[src/rtl/door_interlock_arbiter_if.sv]
// Signal bundle between the vestibule arbiter and the two door drives / sensors.
interface door_interlock_arbiter_if;
  logic       req_a;
  logic       req_b;
  logic       presence_a;
  logic       presence_b;
  logic       opened_a;
  logic       closed_a;
  logic       opened_b;
  logic       closed_b;
  logic       fault_clr;
  logic       open_a;
  logic       close_a;
  logic       open_b;
  logic       close_b;
  logic [1:0] grant;
  logic       busy;
  logic       fault;

  modport master (
    output req_a, req_b, presence_a, presence_b,
    output opened_a, closed_a, opened_b, closed_b, fault_clr,
    input  open_a, close_a, open_b, close_b, grant, busy, fault
  );

  modport slave (
    input  req_a, req_b, presence_a, presence_b,
    input  opened_a, closed_a, opened_b, closed_b, fault_clr,
    output open_a, close_a, open_b, close_b, grant, busy, fault
  );
endinterface

[src/rtl/door_interlock_arbiter.sv]
// Airlock scheduler: grants the shared vestibule to one sliding door at a time and
// sequences it through open / hold / close / settle with reopen, watchdog and latched fault.
module door_interlock_arbiter #(
  parameter int unsigned HOLD_CYCLES    = 15,
  parameter int unsigned GAP_CYCLES     = 4,
  parameter int unsigned TIMEOUT_CYCLES = 255,
  parameter int unsigned CNT_W          = 8
) (
  input  logic                     clk,
  input  logic                     rst,
  door_interlock_arbiter_if.slave  bus
);

  localparam logic [CNT_W-1:0] HOLD_LOAD = CNT_W'(HOLD_CYCLES - 1);
  localparam logic [CNT_W-1:0] GAP_LOAD  = CNT_W'(GAP_CYCLES - 1);
  localparam logic [CNT_W-1:0] WD_MAX    = CNT_W'(TIMEOUT_CYCLES);
  localparam logic [CNT_W-1:0] CNT_ONE   = CNT_W'(1);
  localparam logic [CNT_W-1:0] CNT_ZERO  = '0;

  typedef enum logic [2:0] {
    S_IDLE,
    S_OPEN,
    S_HOLD,
    S_CLOSE,
    S_GAP,
    S_FAULT
  } state_t;

  state_t           r_state, w_state;
  logic             r_sel, w_sel;       // 0 = door A, 1 = door B
  logic             r_last, w_last;
  logic             r_pend_a, w_pend_a;
  logic             r_pend_b, w_pend_b;
  logic [CNT_W-1:0] r_cnt, w_cnt;       // hold / gap countdown
  logic [CNT_W-1:0] r_wd, w_wd;         // motion watchdog
  logic             r_open_a, w_open_a;
  logic             r_close_a, w_close_a;
  logic             r_open_b, w_open_b;
  logic             r_close_b, w_close_b;
  logic [1:0]       r_grant, w_grant;
  logic             r_busy, w_busy;
  logic             r_fault, w_fault;

  logic             w_req_sel, w_pres_sel, w_opened_sel, w_closed_sel;
  logic             w_abs_a, w_abs_b;
  logic [CNT_W-1:0] w_wd_inc;
  logic             w_timeout;

  always_ff @(posedge clk or posedge rst) begin
    if (rst) begin
      r_state   <= S_IDLE;
      r_sel     <= 1'b0;
      r_last    <= 1'b1;
      r_pend_a  <= 1'b0;
      r_pend_b  <= 1'b0;
      r_cnt     <= '0;
      r_wd      <= '0;
      r_open_a  <= 1'b0;
      r_close_a <= 1'b0;
      r_open_b  <= 1'b0;
      r_close_b <= 1'b0;
      r_grant   <= 2'b00;
      r_busy    <= 1'b0;
      r_fault   <= 1'b0;
    end else begin
      r_state   <= w_state;
      r_sel     <= w_sel;
      r_last    <= w_last;
      r_pend_a  <= w_pend_a;
      r_pend_b  <= w_pend_b;
      r_cnt     <= w_cnt;
      r_wd      <= w_wd;
      r_open_a  <= w_open_a;
      r_close_a <= w_close_a;
      r_open_b  <= w_open_b;
      r_close_b <= w_close_b;
      r_grant   <= w_grant;
      r_busy    <= w_busy;
      r_fault   <= w_fault;
    end
  end

  always_comb begin
    w_state      = r_state;
    w_sel        = r_sel;
    w_last       = r_last;
    w_cnt        = r_cnt;
    w_wd         = r_wd;
    w_open_a     = 1'b0;
    w_close_a    = 1'b0;
    w_open_b     = 1'b0;
    w_close_b    = 1'b0;
    w_grant      = 2'b00;
    w_busy       = 1'b0;
    w_fault      = 1'b0;

    w_req_sel    = r_sel ? bus.req_b    : bus.req_a;
    w_pres_sel   = r_sel ? bus.presence_b : bus.presence_a;
    w_opened_sel = r_sel ? bus.opened_b : bus.opened_a;
    w_closed_sel = r_sel ? bus.closed_b : bus.closed_a;

    // A request from the door already holding the vestibule is absorbed, not queued
    w_abs_a      = bus.req_a && (r_grant == 2'b01);
    w_abs_b      = bus.req_b && (r_grant == 2'b10);
    w_pend_a     = r_pend_a || (bus.req_a && !w_abs_a);
    w_pend_b     = r_pend_b || (bus.req_b && !w_abs_b);

    w_wd_inc     = (r_wd == WD_MAX) ? r_wd : r_wd + CNT_ONE;
    w_timeout    = (w_wd_inc == WD_MAX);

    case (r_state)
      S_IDLE: begin
        if (bus.closed_a && bus.closed_b && (w_pend_a || w_pend_b)) begin
          w_state = S_OPEN;
          w_sel   = (w_pend_a && w_pend_b) ? !r_last : w_pend_b;
          w_wd    = CNT_ZERO;
        end
      end
      S_OPEN: begin
        if (w_opened_sel) begin
          w_state = S_HOLD;
          w_cnt   = HOLD_LOAD;
        end else begin
          w_wd = w_wd_inc;
          if (w_timeout) w_state = S_FAULT;
        end
      end
      S_HOLD: begin
        if (w_pres_sel) begin
          w_cnt = HOLD_LOAD;
        end else if (r_cnt == CNT_ZERO) begin
          w_state = S_CLOSE;
          w_wd    = CNT_ZERO;
        end else begin
          w_cnt = r_cnt - CNT_ONE;
        end
      end
      S_CLOSE: begin
        // Someone in the threshold beats the closed switch: reopen
        if (w_pres_sel || w_req_sel) begin
          w_state = S_OPEN;
          w_wd    = CNT_ZERO;
        end else if (w_closed_sel) begin
          w_state = S_GAP;
          w_cnt   = GAP_LOAD;
          w_last  = r_sel;
        end else begin
          w_wd = w_wd_inc;
          if (w_timeout) w_state = S_FAULT;
        end
      end
      S_GAP: begin
        if (r_cnt == CNT_ZERO) w_state = S_IDLE;
        else                   w_cnt   = r_cnt - CNT_ONE;
      end
      S_FAULT: begin
        if (bus.fault_clr) w_state = S_IDLE;
      end
      default: w_state = S_IDLE;
    endcase

    if ((w_state == S_OPEN) && (r_state != S_OPEN)) begin
      if (w_sel) w_pend_b = 1'b0;
      else       w_pend_a = 1'b0;
    end

    // Registered outputs follow the state being entered
    w_open_a  = (w_state == S_OPEN)  && !w_sel;
    w_open_b  = (w_state == S_OPEN)  &&  w_sel;
    w_close_a = (w_state == S_CLOSE) && !w_sel;
    w_close_b = (w_state == S_CLOSE) &&  w_sel;
    if (w_state inside {S_OPEN, S_HOLD, S_CLOSE}) w_grant = w_sel ? 2'b10 : 2'b01;
    w_busy    = (w_state != S_IDLE);
    w_fault   = (w_state == S_FAULT);
  end

  assign bus.open_a  = r_open_a;
  assign bus.close_a = r_close_a;
  assign bus.open_b  = r_open_b;
  assign bus.close_b = r_close_b;
  assign bus.grant   = r_grant;
  assign bus.busy    = r_busy;
  assign bus.fault   = r_fault;

endmodule

[src/flat_wrapper.sv]
// flat-port wrapper written by rule: the top's interface ports become plain ports
module door_interlock_arbiter_flat 
#(
  parameter int unsigned HOLD_CYCLES    = 15,
  parameter int unsigned GAP_CYCLES     = 4,
  parameter int unsigned TIMEOUT_CYCLES = 255,
  parameter int unsigned CNT_W          = 8
)
  (clk, rst, bus_req_a, bus_req_b, bus_presence_a, bus_presence_b, bus_opened_a, bus_closed_a, bus_opened_b, bus_closed_b, bus_fault_clr, bus_open_a, bus_close_a, bus_open_b, bus_close_b, bus_grant, bus_busy, bus_fault);
  door_interlock_arbiter_if bus_i ();
  input  logic clk;
  input  logic rst;
  input wire logic [$bits(bus_i.req_a)-1:0] bus_req_a;
  input wire logic [$bits(bus_i.req_b)-1:0] bus_req_b;
  input wire logic [$bits(bus_i.presence_a)-1:0] bus_presence_a;
  input wire logic [$bits(bus_i.presence_b)-1:0] bus_presence_b;
  input wire logic [$bits(bus_i.opened_a)-1:0] bus_opened_a;
  input wire logic [$bits(bus_i.closed_a)-1:0] bus_closed_a;
  input wire logic [$bits(bus_i.opened_b)-1:0] bus_opened_b;
  input wire logic [$bits(bus_i.closed_b)-1:0] bus_closed_b;
  input wire logic [$bits(bus_i.fault_clr)-1:0] bus_fault_clr;
  output wire logic [$bits(bus_i.open_a)-1:0] bus_open_a;
  output wire logic [$bits(bus_i.close_a)-1:0] bus_close_a;
  output wire logic [$bits(bus_i.open_b)-1:0] bus_open_b;
  output wire logic [$bits(bus_i.close_b)-1:0] bus_close_b;
  output wire logic [$bits(bus_i.grant)-1:0] bus_grant;
  output wire logic [$bits(bus_i.busy)-1:0] bus_busy;
  output wire logic [$bits(bus_i.fault)-1:0] bus_fault;
  assign bus_i.req_a = bus_req_a;
  assign bus_i.req_b = bus_req_b;
  assign bus_i.presence_a = bus_presence_a;
  assign bus_i.presence_b = bus_presence_b;
  assign bus_i.opened_a = bus_opened_a;
  assign bus_i.closed_a = bus_closed_a;
  assign bus_i.opened_b = bus_opened_b;
  assign bus_i.closed_b = bus_closed_b;
  assign bus_i.fault_clr = bus_fault_clr;
  assign bus_open_a = bus_i.open_a;
  assign bus_close_a = bus_i.close_a;
  assign bus_open_b = bus_i.open_b;
  assign bus_close_b = bus_i.close_b;
  assign bus_grant = bus_i.grant;
  assign bus_busy = bus_i.busy;
  assign bus_fault = bus_i.fault;
  door_interlock_arbiter #(.HOLD_CYCLES(HOLD_CYCLES), .GAP_CYCLES(GAP_CYCLES), .TIMEOUT_CYCLES(TIMEOUT_CYCLES), .CNT_W(CNT_W)) u_core (.clk(clk), .rst(rst), .bus(bus_i));
endmodule
[config.mk]
export PLATFORM = sky130hd
export DESIGN_NAME = door_interlock_arbiter_flat
export DESIGN_NICKNAME = d
export VERILOG_FILES = /design/src/rtl/door_interlock_arbiter_if.sv /design/src/rtl/door_interlock_arbiter.sv /design/src/flat_wrapper.sv
export SDC_FILE = /design/constraint.sdc
export NUM_CORES = 1
export LEC_CHECK = 0
export CORE_MARGIN = 2
export CORE_UTILIZATION = 32
export DETAILED_ROUTE_END_ITERATION = 6
export GPL_TIMING_DRIVEN = 0
export HOLD_SLACK_MARGIN = 0.06
export PLACE_DENSITY_LB_ADDON = 0.15
export SLEW_MARGIN = 25
export SYNTH_ARGS = -nofsm -noshare
export SYNTH_HDL_FRONTEND = slang
export SYNTH_SLANG_ARGS = --single-unit
[constraint.sdc]
create_clock -name clk -period 4.7 [get_ports clk]
set_input_delay 0.47 -clock clk [delete_from_list [all_inputs] [get_ports clk]]
set_output_delay 0.47 -clock clk [all_outputs]
set_load 0.02 [all_outputs]
* Word-level counts from Yosys, hierarchy flattened *
Cells that the tools add are included.

storage, ports and cells
  register bits = 31
  input port bits = 11
  logic and storage cells = 105

operators by class
  add/subtract/negate cells = 2
  eq/ne operators = 22
  multiplexer cells = 37
  bitwise gates (word level) = 1
  reduce and logical (&&, ||, !) cells = 29

operator list
  operator                                                             number
  8-bit 2-to-1 mux                                                     12
  8-bit case mux with 4 select lines                                   2
  3-bit 2-to-1 mux                                                     9
  3-bit case mux with 6 select lines                                   1
  8-bit == test (second input constant)                                2
  3-bit by 2-bit == test with 1-bit output (second input constant)     4
  1-bit logical AND                                                    12
  1-bit 2-to-1 mux                                                     11
  3-bit == test (second input constant)                                3
  8-bit by 1-bit adder with 8-bit output (second input constant)       1
  8-bit zero test                                                      1
  2-bit by 1-bit != test with 1-bit output (second input constant)     4
  4-bit nonzero test                                                   2
  8-bit by 1-bit subtractor with 8-bit output (second input constant)  1
  3-bit by 1-bit == test with 1-bit output (second input constant)     2
  2-bit != test (second input constant)                                3
  6-bit AND reduction                                                  1
  3-bit nonzero test                                                   2
  1-bit zero test                                                      4
  1-bit logical OR                                                     4
  2-bit 2-to-1 mux                                                     2
  4-bit AND reduction                                                  1
  3-bit zero test                                                      1
  3-bit by 1-bit != test with 1-bit output (second input constant)     1
  other kinds (5)                                                      5

* Longest topological paths before layout *
Gate-level depths: netlist of the first run.

  word-level depth = 12
  depth in mapped cells = 8
  depth with buffers taken out = 8

* Worst setup path after synthesis of the first run *
No wires, ideal clock.

  path kind = register to register
  start point = register u_core.r_wd[0]
  end point = register u_core.r_pend_a
  library setup time = 0.129 ns
  arrival = 2.042 ns
  data required time = 4.571 ns
  slack = 2.529 ns
  stages on the path, launching flop included = 8
  buffers on the path = 0
  cells stage by stage = dfrtp_1 -> ha_1 -> and4b_1 -> o22ai_1 -> nor4bb_1 -> a31oi_1 -> nand2b_1 -> o41a_1

between the ends
  cells in the longest elaborated chain, start to end = 10
  elaborated cells between the ends (all ways) = 12
  classes of those cells = add/sub (1); eq/ne (3); mux (7); reduce/logical (1)

ends and longest elaborated chain
  item                                                                     RTL line                                                      source
  from (decl)                                                              door_interlock_arbiter.sv:35                                  logic [CNT_W-1:0] r_wd, w_wd;
  from (signal assigned)                                                   door_interlock_arbiter.sv:72                                  r_wd <= w_wd;
  8-bit by 1-bit adder with 8-bit output or 8-bit == test (tied branches)  door_interlock_arbiter.sv:108                                 w_wd_inc = (r_wd == WD_MAX) ? r_wd : r_wd + CNT_ONE;
  8-bit 2-to-1 mux (*)                                                     door_interlock_arbiter.sv:108
  8-bit == test (*)                                                        door_interlock_arbiter.sv:109                                 w_timeout = (w_wd_inc == WD_MAX);
  3-bit 2-to-1 mux (*)                                                     door_interlock_arbiter.sv:125, door_interlock_arbiter.sv:149
  3-bit 2-to-1 mux                                                         door_interlock_arbiter.sv:143                                 end else if (w_closed_sel) begin
  3-bit 2-to-1 mux                                                         door_interlock_arbiter.sv:140                                 if (w_pres_sel || w_req_sel) begin
  3-bit case mux with 6 select lines (*)                                   door_interlock_arbiter.sv:111                                 case (r_state)
  named net u_core.w_state[1]                                              door_interlock_arbiter.sv:29                                  state_t r_state, w_state;
  3-bit by 1-bit == test with 1-bit output (*)                             door_interlock_arbiter.sv:162                                 if ((w_state == S_OPEN) && (r_state != S_OPEN)) begin
  1-bit logical AND (*)                                                    door_interlock_arbiter.sv:162
  1-bit 2-to-1 mux (*)                                                     door_interlock_arbiter.sv:162
  named net u_core.w_pend_a                                                door_interlock_arbiter.sv:32                                  logic r_pend_a, w_pend_a;
  to (signal assigned)                                                     door_interlock_arbiter.sv:69                                  r_pend_a <= w_pend_a;
  to (decl)                                                                door_interlock_arbiter.sv:32

Mark *: on every way through the listed nets, which the timed path passes. The rest lies on a longest branch.
A chain may end at the register's enable or synchronous reset.

* Worst setup path after layout of the first run *
  start point = input port bus_req_b
  end point = register u_core.r_wd[3]

between the ends
  cells in the longest elaborated chain, start to end = 8
  elaborated cells between the ends (all ways) = 13
  classes of those cells = eq/ne (2); mux (3); reduce/logical (8)

ends and longest elaborated chain
  item                                                RTL line                       source
  from (decl)                                         flat_wrapper.sv:14             input wire logic [$bits(bus_i.req_b)-1:0] bus_req_b;
  1-bit logical AND                                   door_interlock_arbiter.sv:104  w_abs_b = bus.req_b && (r_grant == 2'b10);
  1-bit zero test                                     door_interlock_arbiter.sv:106  w_pend_b = r_pend_b || (bus.req_b && !w_abs_b);
  1-bit logical AND                                   door_interlock_arbiter.sv:106
  1-bit logical OR                                    door_interlock_arbiter.sv:106
  1-bit logical OR                                    door_interlock_arbiter.sv:113  if (bus.closed_a && bus.closed_b && (w_pend_a || w_pend_b)) begin
  1-bit logical AND                                   door_interlock_arbiter.sv:113
  2-bit by 1-bit != test with 1-bit output (no line)  --
  6-bit AND reduction (no line)                       --

Several ways; a longest one is shown, not always the timed one.

==> metrics, run 1 <==
H-tree Lvls 2; placed insts 313; Syn Inst Count 220; worst r2r dst u_core.r_pend_a$_DFF_PP0_; Synth async-reset ratio 100%; status finished, final reports clean; routability cong. 0.856; worst-margin pin slew 808 ps; fillers 591; Synth Warn # 0; total number of vias 1,729; Final Skew 4.57 ps; post-cts resize count 0; Post-Route WL 4830 um; crit path from bus_req_b; most frequent cells in the layout 30 x dfrtp_1, 20 x a21oi_1, 18 x nand2_1, 18 x clkdlybuf4s50_1, 15 x nor2_1; pwr dens 516 nW/um^2; synthesized area 2010 sq um; Synth area leader dfrtp_1; clock slew at reported path FFs 70 ps; worst path required time 4910 ps; starting density of the core 33.6%; Worst Setup End Kind flip-flop; Antenna Nets Post-Route 0; first-pass GRT wire length 8200 um; Post-Layout Cell Count 321; io pins 19; synth unique cells 63; largest cells by area after synthesis dfrtp_1 37%, a21oi_1 5.0%, nand2_1 3.4%; global routing met2 resource utilization 21.5%; P&R area growth vs syn 19.2%; max-cap violation count 0; CP Launch Type input port; row count 28; Max FO, Critical Path 9; Port Buffers 18; leakage power 0.960 nW; vias in the first global route 1,665; Initial DRC Count 114; met3 Use GR 2.88%; flops & latches, synth 31; total grt overflow 0; final period utilization 54.3%; HPWL Detailed 3500 um; CTS sink cnt 31; clock buffer depth 2; CTS tree built; hold path startpoint u_core.r_last$_DFFE_PP1P_; DRC viols 0; worst min path class reg2reg; post-synth top area share 37.3%; TritonCTS Buffers 5; fmax 0.392 GHz; Final setup violation count 0; fin. max-slew vios 0; drt wl/cell 15.0 um; worst vdd ir 0.239 mV; GRT met1 Usage 21.1%; Cell Area, Placed 2290 sq um; Final Hold Viols 0; Max-slew headroom 46.1%; later-pin clock latency in the skew report 280 ps; core area 5990 sq um; Fin Setup TNS 0 ps; worst-case reg-to-reg path depth 7; average size of a mapped cell 9.15 sq um; most common cell after layout, fill and taps aside dfrtp_1; total power 1.24 mW; Tmin final 2550 ps; share of layout cells above drive strength 1 13.0%; GR peak layer met2; CTS root buf clkbuf_8; initial antenna violation count 0; hold buffer count at cts 0; Tot GR Track Use 14.3%; postcts setup bufs 0; Post-synth EDFFs 0; unrepaired setup endpoints after global routing false; sequential fraction of the synthesis area 38.6%; DIE AREA 6940 sq um; reg2reg start u_core.r_wd[0]$_DFFE_PP0P_; DIE HEIGHT 83.3 um; Setup CP Type in2reg; Via density 5.39; nets 259; Chip Width 83.3 um; Syn Nets 234; largest net degree at the start of global routing 32; First-pass DRT Iterations 4; CP arrival 2760 ps; Primary FF master, synth dfrtp_1; diode count 0; flop-to-flop setup slack 2230 ps; final non-filler cell area 2400 sq um; Critical path destination u_core.r_wd[3]$_DFFE_PP0P_
[metrics by stage]
step	hold WS (ps)	utilization, %	worst slack [ps]
2_1_floorplan	516	-	2530
3_3_place_gp	539	38.2	1900
3_5_place_dp	557	38.2	1880
4_1_cts	569	40.1	2190
5_1_grt	585	40.1	1970
6_report	561	40.1	2150
[cell usage after synthesis, drive strengths merged (3+ instances only)]
master / n
dfrtp: 30
a21oi: 27
nand2: 19
nor2: 15
o21ai: 13
inv: 9
nand2b: 9
nor3: 9
nand3: 8
and3: 4
buf: 4
clkbuf: 4
a31oi: 3
and2: 3
ha: 3
nand4: 3
nor4: 3
o22ai: 3
o2bb2ai: 3
o31ai: 3
[cells by family (layout without fill, tap and decap cells)]
kind of cell             count (synthesis)  count (layout)  share of synthesized area, %
AND/OR/NAND/NOR                         86              86                          24.2
AO/OA/AOI/OAI                           77              77                          27.8
flip-flops                              31              31                          38.6
buffers and inverters                   17              43                          4.47
multiplexers                             4               4                          2.11
adder cells (fa/ha/maj)                  3               3                          1.86
XOR/XNOR                                 2               2                         0.870
[layout make-up]
type / count / area [sq um] / share of cell area, %
inverters: 9 / 33.8 / 1.41
repair buffers: 18 / 180 / 7.51
clock inverters: 3 / 43.8 / 1.82
well taps: 75 / 93.8 / 3.91
flip-flops and latches: 31 / 777 / 32.4
plain buffers: 8 / 56.3 / 2.35
multi-input cells: 172 / 1150 / 47.8
clock buffers: 5 / 68.8 / 2.87
[worst max-delay path: stages]
cell	delay (ps)
clkdlybuf4s50_1	500
or3b_2	510
and2_1	190
a21oi_1	660
o21ai_0	250
a21oi_2	180
[worst min-delay path by stage]
stage,endpoint,slack [ps],cells past startpoint
2_1_floorplan,u_core.r_cnt[5]$_DFFE_PP0P_,520,2
3_3_place_gp,u_core.r_last$_DFFE_PP1P_,540,2
3_5_place_dp,u_core.r_last$_DFFE_PP1P_,560,2
4_1_cts,u_core.r_last$_DFFE_PP1P_,570,2
5_1_grt,u_core.r_last$_DFFE_PP1P_,590,2
6_report,u_core.r_last$_DFFE_PP1P_,560,2
[flip-flops by register name, indices dropped and copies added (netlist names), 2 cells and up]
name              cells
u_core.r_wd           8
u_core.bus.grant      2
u_core.r_state        3
u_core.r_cnt          8
[layer usage]
| layer | wire length (um) | vias to the layer above |
|---|---|---|
| li1 | - | 887 |
| met1 | 2510 | 804 |
| met2 | 2140 | 36 |
| met3 | 160 | 2 |
| met4 | 19 | 0 |
| met5 | 0 | - |
[where the power goes]
part           internal (mW)  total (mW)  switching (mW)
Combinational          0.244       0.596           0.352
Clock                  0.158       0.266           0.108
Sequential             0.329       0.377          0.0482
Total                  0.731        1.24           0.508
No activity file was read; power rests on OpenSTA's default activity.
==> inputs of run 2 (changes only) <==
==> constraint.sdc (replaced) <==
create_clock -name clk -period 2.45 [get_ports clk]
set_input_delay 0.245 -clock clk [delete_from_list [all_inputs] [get_ports clk]]
set_output_delay 0.245 -clock clk [all_outputs]
set_load 0.02 [all_outputs]
==> run 2 against run 1 <==
  * Wire length increased by 1.9%
  * Worst hold slack got worse by 180 ps
  * Combinational power increased by 98%
  * Critical path type is now reg2reg
  * Clock skew grew 0.59 ps
  * Non-clock buffer count is 1 higher
  * Utilization rose by 0.86 points
  * Global-route usage increased by 0.10 points
  * Critical path depth grew 1
  * Die area stayed put
==> metrics, run 2 (synthesized netlist as in run 1, its figures left out) <==
clock slew at reported path FFs 70 ps (about the same); Tot GR Track Use 14.4% (+0.10 points); Fin Setup TNS 0 ps (unchanged); reg2reg start u_core.r_wd[0]$_DFFE_PP0P_; Port Buffers 18 (unchanged); DIE HEIGHT 83.3 um (unchanged); row count 28 (unchanged); worst-case reg-to-reg path depth 7 (unchanged); Via density 5.46 (+1.4%); pwr dens 987 nW/um^2 (+91%); CTS sink cnt 31 (unchanged); starting density of the core 33.6% (unchanged); TritonCTS Buffers 5 (unchanged); final period utilization 95.4%; worst slack at placement -144 ps (-2020 ps); fin worst setup slack 113 ps (-2040 ps); Max FO, Critical Path 9 (unchanged); Final setup violation count 0 (unchanged); Seq. cell area 779 sq um (+0.32%); final core utilization 40.9% (+0.86 points); status finished, final reports clean; unrepaired setup endpoints after global routing false; DIE AREA 6940 sq um (unchanged); Setup CP Type reg2reg; Int Power 1.43 mW (+95%); Max-slew headroom 54.7% (+8.6 points); nets 260 (+0.39%); fin. max-slew vios 0 (unchanged); io pins 19 (unchanged); first-pass GRT wire length 8270 um (+0.84%); worst-margin pin slew 678 ps (-130 ps); combinational share of power 48.9% (+0.8 points); leakage power 0.961 nW (+0.13%); H-tree Lvls 2 (unchanged); Initial DRC Count 118 (+3.5%); Worst Setup End Kind flip-flop; largest net degree at the start of global routing 32 (unchanged); max-cap violation count 0 (unchanged); Final Hold Viols 0 (unchanged); CTS root buf clkbuf_8; Flop pwr share 30.0% (-0.4 points); Chip Width 83.3 um (unchanged); drt wl/cell 15.3 um (+1.6%); Multi-input gate area 1190 sq um (+3.6%); worst min path class in2async; core area 5990 sq um (unchanged); worst r2r dst u_core.r_pend_a$_DFF_PP0_; sw frac 41.0% (about the same); diode count 0 (unchanged); most frequent cells in the layout 28 x dfrtp_1, 18 x nand2_1, 18 x a21oi_1, 18 x clkdlybuf4s50_1, 14 x nor2_1; First-pass DRT Iterations 4 (unchanged); total power 2.42 mW (+95%); share of layout cells above drive strength 1 17.0% (+4.0 points); leading registers by flop count u_core.r_cnt x8, u_core.r_wd x8, u_core.r_state x3; clock buffer depth 2 (unchanged); flop-to-flop setup slack 110 ps (-2120 ps); Clock Power Share 21.0% (-0.4 points); CP Launch Type flip-flop; CTS tree built; most common cell after layout, fill and taps aside dfrtp_1; worst path required time 2610 ps (-2300 ps); hold slack final 385 ps (-175 ps); CP arrival 2490 ps (-270 ps); Tmin final 2340 ps; routability cong. 0.856 (unchanged); initial antenna violation count 0 (unchanged); Antenna Nets Post-Route 0 (unchanged); total grt overflow 0 (unchanged); vias in the first global route 1,680 (+0.90%); worst vdd ir 0.471 mV (+97%); fillers 580 (-1.9%); later-pin clock latency in the skew report 280 ps (about the same); P_sw 0.993 mW (+95%); fmax 0.428 GHz; total number of vias 1,759 (+1.7%); Final Skew 5.16 ps (+0.594 ps); HPWL Detailed 3500 um (unchanged); Post-Route WL 4920 um (+1.9%); DRC viols 0 (unchanged); P&R area growth vs syn 21.8%
==> run 2: metal layers <==
metal,wire [um],track usage (%)
met2,2220,21.8
met5,0,0
met3,167,2.88
met1,2510,21.1
met4,19,3.13
==> run 2: worst max-delay path, stage by stage, from the launching register on <==
cell      delay (ps)
dfrtp_2          470
ha_2             260
and4b_1          260
o22ai_1           90
nor4bb_2         370
a31oi_1          190
nand2b_2         260
o41a_1           320
==> run 2: stage by stage <==
| stage | cells | cell area, sq um |
|---|---|---|
| floorplan | 220 | 2010 |
| global placement | 313 | 2290 |
| detailed placement | 313 | 2290 |
| CTS | 321 | 2410 |
| global route | 322 | 2450 |
| finish | 322 | 2450 |
==> run 2: power by group through the flow <==
stage / registers, mW / logic, mW / clock network, mW
2_1_floorplan: 0.760 / 0.802 / 0
3_3_place_gp: 0.729 / 1.15 / 0
3_5_place_dp: 0.731 / 1.14 / 0
4_1_cts: 0.721 / 1.15 / 0.532
5_1_grt: 0.745 / 1.31 / 0.554
6_report: 0.727 / 1.18 / 0.508
==> run 2: worst max-delay path by stage <==
stage,to,from,slack (ps),cells after the start
final,u_core.r_pend_a$_DFF_PP0_,u_core.r_wd[0]$_DFFE_PP0P_,110,7
after global routing,u_core.r_pend_a$_DFF_PP0_,u_core.r_wd[0]$_DFFE_PP0P_,9,7
after CTS,u_core.r_pend_a$_DFF_PP0_,u_core.r_wd[0]$_DFFE_PP0P_,20,7
after detailed placement,u_core.r_wd[2]$_DFFE_PP0P_,bus_req_b,-140,6
after global placement,u_core.r_pend_a$_DFF_PP0_,bus_closed_b,-130,6
after floorplan,u_core.r_pend_a$_DFF_PP0_,u_core.r_wd[0]$_DFFE_PP0P_,280,7
==> run 2: area by class of cell <==
type                    instances  share of cell area (%)
inverters                       9                    1.38
clock buffers                   5                    2.81
clock inverters                 3                    1.79
multi-input cells             172                    48.4
plain buffers                   8                    2.30
repair buffers                 19                    7.66
well taps                      75                    3.83
flip-flops and latches         31                    31.8
==> run 2: what timing repair did <==
item | CTS | global route
hold buffers | 0 | 0
resized for setup | 2 | 10
pin swaps | 0 | 1
setup endpoints to repair | 2 | 16
endpoints found under the hold margin | 0 | 0
gates cloned | 0 | 0
buffers inserted | 0 | 1
==> inputs of run 3 (changes only) <==
--- a/config.mk
+++ b/config.mk
@@ -5,6 +5,7 @@
 export SDC_FILE = /design/constraint.sdc
 export NUM_CORES = 1
 export LEC_CHECK = 0
+export CORE_ASPECT_RATIO = 1.4
 export CORE_MARGIN = 2
 export CORE_UTILIZATION = 32
 export DETAILED_ROUTE_END_ITERATION = 6
==> run 3 against run 2 <==
  * Clock power shrank 9.1%
  * Sequential cell count is the same
  * Sequential power up 0.6%
  * Largest cell class unchanged
==> metrics, run 3 (synthesized netlist as in run 1, its figures left out) <==
status finished, final reports clean; first-pass GRT wire length 8630 um (+4.4%); postcts setup bufs 0 (unchanged); Worst path max stage delay 560 ps (+90 ps); CP Launch Type flip-flop; nets 259 (-0.38%); most common cell after layout, fill and taps aside dfrtp_1; total number of vias 1,775 (+0.91%); worst min path class in2async; clock slew at reported path FFs 80 ps (about the same); Initial DRC Count 78 (-34%); leading registers by flop count u_core.r_cnt x8, u_core.r_wd x8, u_core.r_state x3; Max FO, Critical Path 8 (-1); First-pass DRT Iterations 4 (unchanged); CP arrival 2500 ps (about the same); Port Buffers 18 (unchanged); routability cong. 0.818 (-4.5%); cell family with most CP delay simple AND/OR/NAND/NOR gates; Post-Route WL 5000 um (+1.5%); Final Skew 14.9 ps (+9.72 ps); Tot GR Track Use 15.5% (+1.1 points); diode count 0 (unchanged); Chip Width 71.0 um (-15%); worst slack at placement -114 ps (+29.5 ps); CP bufs+invs 1 (+1); largest net degree at the start of global routing 32 (unchanged); total grt overflow 0 (unchanged); initial antenna violation count 0 (unchanged); clock buffer depth 2 (unchanged); H-tree Lvls 2 (unchanged); Setup CP Type reg2reg; fmax 0.428 GHz (about the same); fin worst setup slack 112 ps (-1.46 ps); vias in the first global route 1,842 (+9.6%); starting density of the core 32.6% (-0.97 points); max-cap violation count 0 (unchanged); worst vdd ir 0.388 mV (-18%); DRC viols 0 (unchanged); leakage power 0.947 nW (-1.4%); total power 2.36 mW (-2.6%); Final setup violation count 0 (unchanged); Max-slew headroom 54.1% (-0.62 points); fin. max-slew vios 0 (unchanged); Antenna Nets Post-Route 0 (unchanged); pwr dens 974 nW/um^2 (-1.4%); TritonCTS Buffers 5 (unchanged); worst-margin pin slew 687 ps (+9.22 ps); hold buffer count at cts 0 (unchanged); HPWL Detailed 3660 um (+4.6%); CTS root buf clkbuf_8; Tmin final 2340 ps (+1.46 ps); share of layout cells above drive strength 1 16.3% (-0.74 points); DIE AREA 6950 sq um (+0.14%); P&R area growth vs syn 20.3%; io pins 19 (unchanged); row count 34 (+21%); worst path cell trace buf_6 -> or4_4 -> nor4b_4 -> and3_1 -> o311a_4 -> nand2_1 -> a32o_1; CP max-delay cell or4_4; drt wl/cell 15.7 um (+2.7%); CTS sink cnt 31 (unchanged); Final Hold Viols 0 (unchanged); DIE HEIGHT 97.9 um (+17%); most frequent cells in the layout 28 x dfrtp_1, 18 x nand2_1, 18 x a21oi_1, 18 x clkdlybuf4s50_1, 14 x nor2_1; Worst Setup End Kind flip-flop; Via density 5.58 (+2.2%); later-pin clock latency in the skew report 290 ps (about the same); core area 6170 sq um (+3.0%); worst path required time 2610 ps (about the same); final period utilization 95.4% (about the same); CTS tree built; unrepaired setup endpoints after global routing false
## run 3: path summary, 6_finish.rpt
check	start	to	slack [ps]	cells past startpoint
max	u_core.r_cnt[2]$_DFFE_PP0P_	u_core.r_wd[0]$_DFFE_PP0P_	110	7
min	rst	u_core.r_cnt[2]$_DFFE_PP0P_	380	2
max reg2reg	u_core.r_cnt[2]$_DFFE_PP0P_	u_core.r_wd[0]$_DFFE_PP0P_	110	7
min reg2reg	u_core.r_last$_DFFE_PP1P_	u_core.r_last$_DFFE_PP1P_	560	2
max in group asynchronous	rst	u_core.r_wd[1]$_DFFE_PP0P_	1570	2
min in group clk	u_core.r_last$_DFFE_PP1P_	u_core.r_last$_DFFE_PP1P_	560	2
## run 3: per-layer routing
metal | track usage [%] | vias to the layer above | routed length (um)
met1 | 19.2 | 848 | 2200
met4 | 5.22 | 0 | 98
met2 | 26.7 | 33 | 2530
li1 | - | 887 | -
met5 | 0 | - | 0
met3 | 2.79 | 7 | 173
## run 3: final cells by class
| class | count | area, sq um |
|---|---|---|
| buffer | 8 | 56.3 |
| fill | 608 | 3750 |
| multi-input combinational | 172 | 1180 |
| sequential | 31 | 779 |
| inverter | 9 | 33.8 |
| timing repair buffer | 18 | 180 |
| clock inverter | 1 | 7.51 |
| tap | 72 | 90.1 |
| clock buffer | 7 | 96.3 |
## run 3: stage by stage
| stage | instance area [sq um] | TNS [ps] | hold slack, ps | utilization, % | instances |
|---|---|---|---|---|---|
| finish | 2420 | 0 | 377 | 39.2 | 318 |
| global route | 2420 | 0 | 463 | 39.2 | 318 |
| CTS | 2390 | 0 | 403 | 38.7 | 318 |
| detailed placement | 2280 | -380 | 549 | 37.0 | 310 |
| global placement | 2280 | -412 | 539 | 37.0 | 310 |
| floorplan | 2010 | 0 | 348 | - | 220 |
## run 3: repair_timing
action                     4_1_cts  5_1_grt
resized for setup                1        9
gates cloned                     0        0
pin swaps                        1        1
setup endpoints to repair        4       22
## run 3: power breakdown
group          internal (mW)  total, mW  switching [mW]
combinational          0.482       1.16           0.681
clock                  0.256      0.462           0.207
sequential             0.633      0.731          0.0977
total                   1.37       2.36           0.986
## run 3: worst register-to-register path: cells and delay by family (launching register included)
kind | cells | cell delay, ps
AOI/OAI and AO/OA | 2 | 460
buffers and inverters | 1 | 140
DFF | 1 | 380
and+or+nand+nor | 4 | 1260
